==> config.mk <==
export PLATFORM = sky130hd
export DESIGN_NAME = stage2_n_type_sched
export DESIGN_NICKNAME = d
export VERILOG_FILES = /design/src/rtl/stage2_n_type_sched_pkg.sv /design/src/rtl/stage2_n_type_sched_table.sv /design/src/rtl/stage2_n_type_sched.sv
export SDC_FILE = /design/constraint.sdc
export NUM_CORES = 1
export LEC_CHECK = 0
export CAP_MARGIN = 20
export CORE_UTILIZATION = 40
export DETAILED_ROUTE_END_ITERATION = 8
export PLACE_DENSITY = 0.64
export SYNTH_ARGS = -nofsm -noshare
export SYNTH_HDL_FRONTEND = slang
export SYNTH_SLANG_ARGS = --single-unit
==> constraint.sdc <==
create_clock -name clk -period 12.1 [get_ports clk]
set_input_delay 1.21 -clock clk [delete_from_list [all_inputs] [get_ports clk]]
set_output_delay 1.21 -clock clk [all_outputs]
set_load 0.01 [all_outputs]
==> src/rtl/stage2_n_type_sched_pkg.sv <==
// Shared constants, state encoding and table entry layout for the
// stage-2 N-type select sequencer.
package stage2_n_type_sched_pkg;

  localparam int CODE_W  = 3;
  localparam int DEPTH   = 16;
  localparam int ADDR_W  = 4;
  localparam int HOLD_W  = 4;
  localparam int ITER_W  = 6;
  localparam int ENTRY_W = 3*CODE_W + HOLD_W;

  localparam logic [CODE_W-1:0] N_TYPE_L    = 3'd0;
  localparam logic [CODE_W-1:0] N_TYPE_M    = 3'd1;
  localparam logic [CODE_W-1:0] N_TYPE_N    = 3'd2;
  localparam logic [CODE_W-1:0] N_TYPE_R    = 3'd3;
  localparam logic [CODE_W-1:0] N_TYPE_S    = 3'd4;
  localparam logic [CODE_W-1:0] N_TYPE_IDLE = 3'b111;

  typedef enum logic [1:0] {
    NSCHED_IDLE = 2'd0,
    NSCHED_RUN  = 2'd1,
    NSCHED_DONE = 2'd2
  } nsched_state_e;

  typedef struct packed {
    logic [HOLD_W-1:0] hold;
    logic [CODE_W-1:0] m3;
    logic [CODE_W-1:0] m2;
    logic [CODE_W-1:0] m1;
  } sched_entry_t;

  function automatic sched_entry_t idle_entry();
    sched_entry_t e;
    e.hold = '0;
    e.m3   = N_TYPE_IDLE;
    e.m2   = N_TYPE_IDLE;
    e.m1   = N_TYPE_IDLE;
    return e;
  endfunction

endpackage

==> src/rtl/stage2_n_type_sched_table.sv <==
// Schedule register file: one write port, one combinational read port,
// cleared to idle codes on reset.
module stage2_n_type_sched_table
  import stage2_n_type_sched_pkg::*;
(
  input  logic              clk,
  input  logic              rst,
  input  logic              we,
  input  logic [ADDR_W-1:0] waddr,
  input  sched_entry_t      wdata,
  input  logic [ADDR_W-1:0] raddr,
  output sched_entry_t      rdata
);

  sched_entry_t mem_q [DEPTH];

  always_ff @(posedge clk or posedge rst) begin
    if (rst) begin
      for (int i = 0; i < DEPTH; i++) begin
        mem_q[i] <= idle_entry();
      end
    end else if (we) begin
      mem_q[waddr] <= wdata;
    end
  end

  assign rdata = mem_q[raddr];

endmodule

==> src/rtl/stage2_n_type_sched.sv <==
// Replays the N-type lane-select schedule for a programmed number of
// passes, honouring downstream stall, then pulses done.
module stage2_n_type_sched
  import stage2_n_type_sched_pkg::*;
(
  input  logic               clk,
  input  logic               rst,
  input  logic               cfg_we,
  input  logic [ADDR_W-1:0]  cfg_addr,
  input  logic [ENTRY_W-1:0] cfg_data,
  input  logic [ADDR_W-1:0]  cfg_last,
  input  logic [ITER_W-1:0]  iter_num,
  input  logic               start,
  input  logic               stall,
  output logic               busy,
  output logic               done,
  output logic               ctrl_valid,
  output logic [CODE_W-1:0]  N_type_control_m1,
  output logic [CODE_W-1:0]  N_type_control_m2,
  output logic [CODE_W-1:0]  N_type_control_m3,
  output logic [ADDR_W-1:0]  entry_idx,
  output logic [ITER_W-1:0]  iter_idx
);

  nsched_state_e     state_q;
  logic [ADDR_W-1:0] entry_q;
  logic [ADDR_W-1:0] last_q;
  logic [ITER_W-1:0] iter_q;
  logic [ITER_W-1:0] itn_q;
  logic [HOLD_W-1:0] hold_q;
  logic [CODE_W-1:0] m1_q, m2_q, m3_q;
  logic              valid_q, busy_q, done_q;

  logic              tbl_we;
  logic [ADDR_W-1:0] rd_addr;
  sched_entry_t      rd_e;
  logic              last_entry;

  assign tbl_we     = cfg_we && (state_q == NSCHED_IDLE);
  assign last_entry = (entry_q == last_q);

  // The read port always looks one entry ahead so the next codes can be
  // registered on the same edge the current entry expires.
  always_comb begin
    rd_addr = '0;
    if (state_q == NSCHED_RUN && !last_entry) begin
      rd_addr = entry_q + 1'b1;
    end
  end

  stage2_n_type_sched_table u_table (
    .clk   (clk),
    .rst   (rst),
    .we    (tbl_we),
    .waddr (cfg_addr),
    .wdata (sched_entry_t'(cfg_data)),
    .raddr (rd_addr),
    .rdata (rd_e)
  );

  always_ff @(posedge clk or posedge rst) begin
    if (rst) begin
      state_q <= NSCHED_IDLE;
      entry_q <= '0;
      last_q  <= '0;
      iter_q  <= '0;
      itn_q   <= '0;
      hold_q  <= '0;
      m1_q    <= N_TYPE_IDLE;
      m2_q    <= N_TYPE_IDLE;
      m3_q    <= N_TYPE_IDLE;
      valid_q <= 1'b0;
      busy_q  <= 1'b0;
      done_q  <= 1'b0;
    end else begin
      unique case (state_q)
        NSCHED_IDLE: begin
          if (start) begin
            last_q  <= cfg_last;
            itn_q   <= iter_num;
            entry_q <= '0;
            iter_q  <= '0;
            hold_q  <= rd_e.hold;
            m1_q    <= rd_e.m1;
            m2_q    <= rd_e.m2;
            m3_q    <= rd_e.m3;
            valid_q <= 1'b1;
            busy_q  <= 1'b1;
            state_q <= NSCHED_RUN;
          end
        end
        NSCHED_RUN: begin
          if (!stall) begin
            if (hold_q != '0) begin
              hold_q <= hold_q - 1'b1;
            end else if (last_entry && iter_q == itn_q) begin
              m1_q    <= N_TYPE_IDLE;
              m2_q    <= N_TYPE_IDLE;
              m3_q    <= N_TYPE_IDLE;
              valid_q <= 1'b0;
              done_q  <= 1'b1;
              state_q <= NSCHED_DONE;
            end else begin
              entry_q <= rd_addr;
              if (last_entry) begin
                iter_q <= iter_q + 1'b1;
              end
              hold_q <= rd_e.hold;
              m1_q   <= rd_e.m1;
              m2_q   <= rd_e.m2;
              m3_q   <= rd_e.m3;
            end
          end
        end
        NSCHED_DONE: begin
          done_q  <= 1'b0;
          busy_q  <= 1'b0;
          state_q <= NSCHED_IDLE;
        end
        default: state_q <= NSCHED_IDLE;
      endcase
    end
  end

  assign busy              = busy_q;
  assign done              = done_q;
  assign ctrl_valid        = valid_q;
  assign N_type_control_m1 = m1_q;
  assign N_type_control_m2 = m2_q;
  assign N_type_control_m3 = m3_q;
  assign entry_idx         = entry_q;
  assign iter_idx          = iter_q;

endmodule

==> out/results.ini <==
[timing]
timing.final.crit_share=0.313
fin_setup_tns_ns=0
whs_ns=0.497
max_slew_margin=0.243
worst_slew_pin_slew_ns=1.13
finalHoldViolations=0
fin_crit_ns=3.79
clock-skew-final_ns=0.0159
fmax_mhz=264
final_max_slew_viol_count=0
rsz0062_at_grt=false
final-setup-viol-count=0

[critical_path]
endpoint=N_type_control_m1[2]
slowest_stage=nor2_1
cp_max_fo=21
critPathCaptureType=register
cp_data_required_time_ns=12.56
worstSetupStartpoint=entry_idx[1]
startpoint_type=register
crit_type=register to register
r2r_slack_ns=8.31
reg2reg_from=entry_idx[1]
arrival_ns=4.25
rr_endpoint=N_type_control_m1[2]
cp_slowest_stage_delay_ns=0.80
r2r_cells=8
crit_chain=ha_1 > xor2_2 > buf_4 > nand2_1 > nor2_1 > mux2i_1 > a221oi_1 > o32a_1

[cells_and_area]
n_antenna_cell=0
fin_area_um2=13700
syn_to_final_growth_pct=14.4
final_util=0.471
drive_above_1_share=0.437
nets=1032
fin_cells=1402

[yosys]
synth-main-ff-cell=dfstp_2
netlist-cell-type-count=67
synth_fp_nets=1007
yosys-top-cells-count=mux2_2 (212), dfstp_2 (153), dfrtp_1 (93)
synth_top_area_frac=0.336
yosysSeqAreaShare=0.530
syn_avg_cell_area_um2=12.3
synth_area_um2=12000
yosysTopAreaCell=dfstp_2
synth_edf_count=0
yosys_warnings=0
synthTopCellsByArea=dfstp_2 (34%), mux2_2 (20%), dfrtp_1 (19%)
ys_ff_latch=246
synthCells=972
yosysMostFrequentCell=mux2_2
async_flop_share=1.00

[routing]
routed_wl_mm=32.3
drtIter0Drc=542
vias=8167
route.detailed.drc=0
wire_per_inst_um=23.1
ant_nets=0
via_per_inst=5.83
drt_pass1_iterations=5

[floorplan]
start_util=0.412
die_x_um=175
core_area_um2=29100
die_height_um=175
ios=54
rows=62
die-area_um2=30600

[clock_tree]
clockBufferDepth=3
cts_made_buffers=27
holdBufCountCts=0
clkLatencyLatePin_ns=0.54
cts_setup_buffers=0
clock_sinks=246
clkSlewWorstSetupHoldPaths_ns=0.06
cts_resized=0
htree_levels=1
cts_tree=built
root_buffer=clkbuf_16

[grt]
grt_pass1_vias=8190
grt_usage=0.214
grt_antenna_before_repair=0
grt_max_degree=107
grt_pass1_wl_mm=50.2
overflow=0

[outcome]
status=finished, final reports clean

[placement]
gp_congestion=0.861
dp.cells=1352
dpl_cell_area_um2=12800
dpl.hpwl_mm=19.9
numPortBuffers=53

[job]
max-cap-violations=0

[worst_hold_path]
holdCritPathClass=register to register

[power_and_ir_drop]
p_leak_nw=5.78
peakVddDrop_v=0.000132
powerDensity_nw_per_um2=267

## layout by cell type, fill, tap and decap left out, types with 28 or more instances in the layout
cell type and n:
dfrtp_1 92, clkbuf_16 28, o21ai_0 28, nand2_1 76, mux2i_1 42, clkdlybuf4s50_1 53
nor2_1 31, a21oi_1 32, mux2_2 212, dfstp_2 153
## how the worst min path moves through the flow
| stage | from | cells after the start | to |
|---|---|---|---|
| global route | u_table.mem_q[100] | 1 | u_table.mem_q[100] |
| global placement | itn_q[4] | 2 | itn_q[4] |
| finish | u_table.mem_q[74] | 1 | u_table.mem_q[74] |
| detailed placement | u_table.mem_q[74] | 1 | u_table.mem_q[74] |
| CTS | u_table.mem_q[74] | 1 | u_table.mem_q[74] |
| floorplan | itn_q[5] | 2 | itn_q[5] |
## cells by family (layout without fill, tap and decap cells)
group	Yosys count	in the layout	share of synthesized area
flops	246	246	0.530
xor+xnor	21	21	0.0172
compound gates	181	181	0.108
buf+inv	85	131	0.0332
fa+ha+maj	3	3	0.00313
mux	254	254	0.234
simple gates	182	182	0.0740
## power by group
group	internal [mW]	total [mW]	switching, mW
clock network	0.495	0.826	0.331
registers	1.15	1.30	0.148
logic	0.601	1.53	0.925
## worst max-delay path, delay by kind of cell (launching register included)
family / cells / cell delay [ns]
flip-flops: 1 / 0.53
AO/OA/AOI/OAI: 2 / 0.47
AND/OR/NAND/NOR: 2 / 1.55
multiplexers: 1 / 0.30
buffers and inverters: 1 / 0.34
XOR/XNOR: 1 / 0.15
adder cells (fa/ha/maj): 1 / 0.37
## per-stage QoR
step / power (mW) / setup WS [ns]
4_1_cts: 3.65 / 8.39
6_report: 3.65 / 8.31
3_5_place_dp: 2.82 / 7.95
5_1_grt: 3.84 / 8.20
3_3_place_gp: 2.80 / 7.96
2_1_floorplan: 2.30 / 4.38
## sequential cells by signal, indices dropped and copies added (netlist names), 2 cells and up
name and count:
N_type_control_m1 3, N_type_control_m2 3, N_type_control_m3 3, entry_idx 4, hold_q 4, iter_idx 6
itn_q 6, last_q 4, state_q 2, u_table.mem_q 208
## layout make-up
type                    count  area, um^2
flip-flops and latches    246        6350
clock inverters             5        53.8
fillers                  2626       15400
inverters                  12        52.6
multi-input cells         641        5270
repair buffers             69         651
clock buffers              45         845
well taps                 384         480
## per-layer routing
layer,part of all wire,GRT usage
met1,0.46,0.305
met2,0.46,0.340
met3,0.055,0.0289
met4,0.027,0.0609
met5,0,0
(Power assumes the default switching activity.)
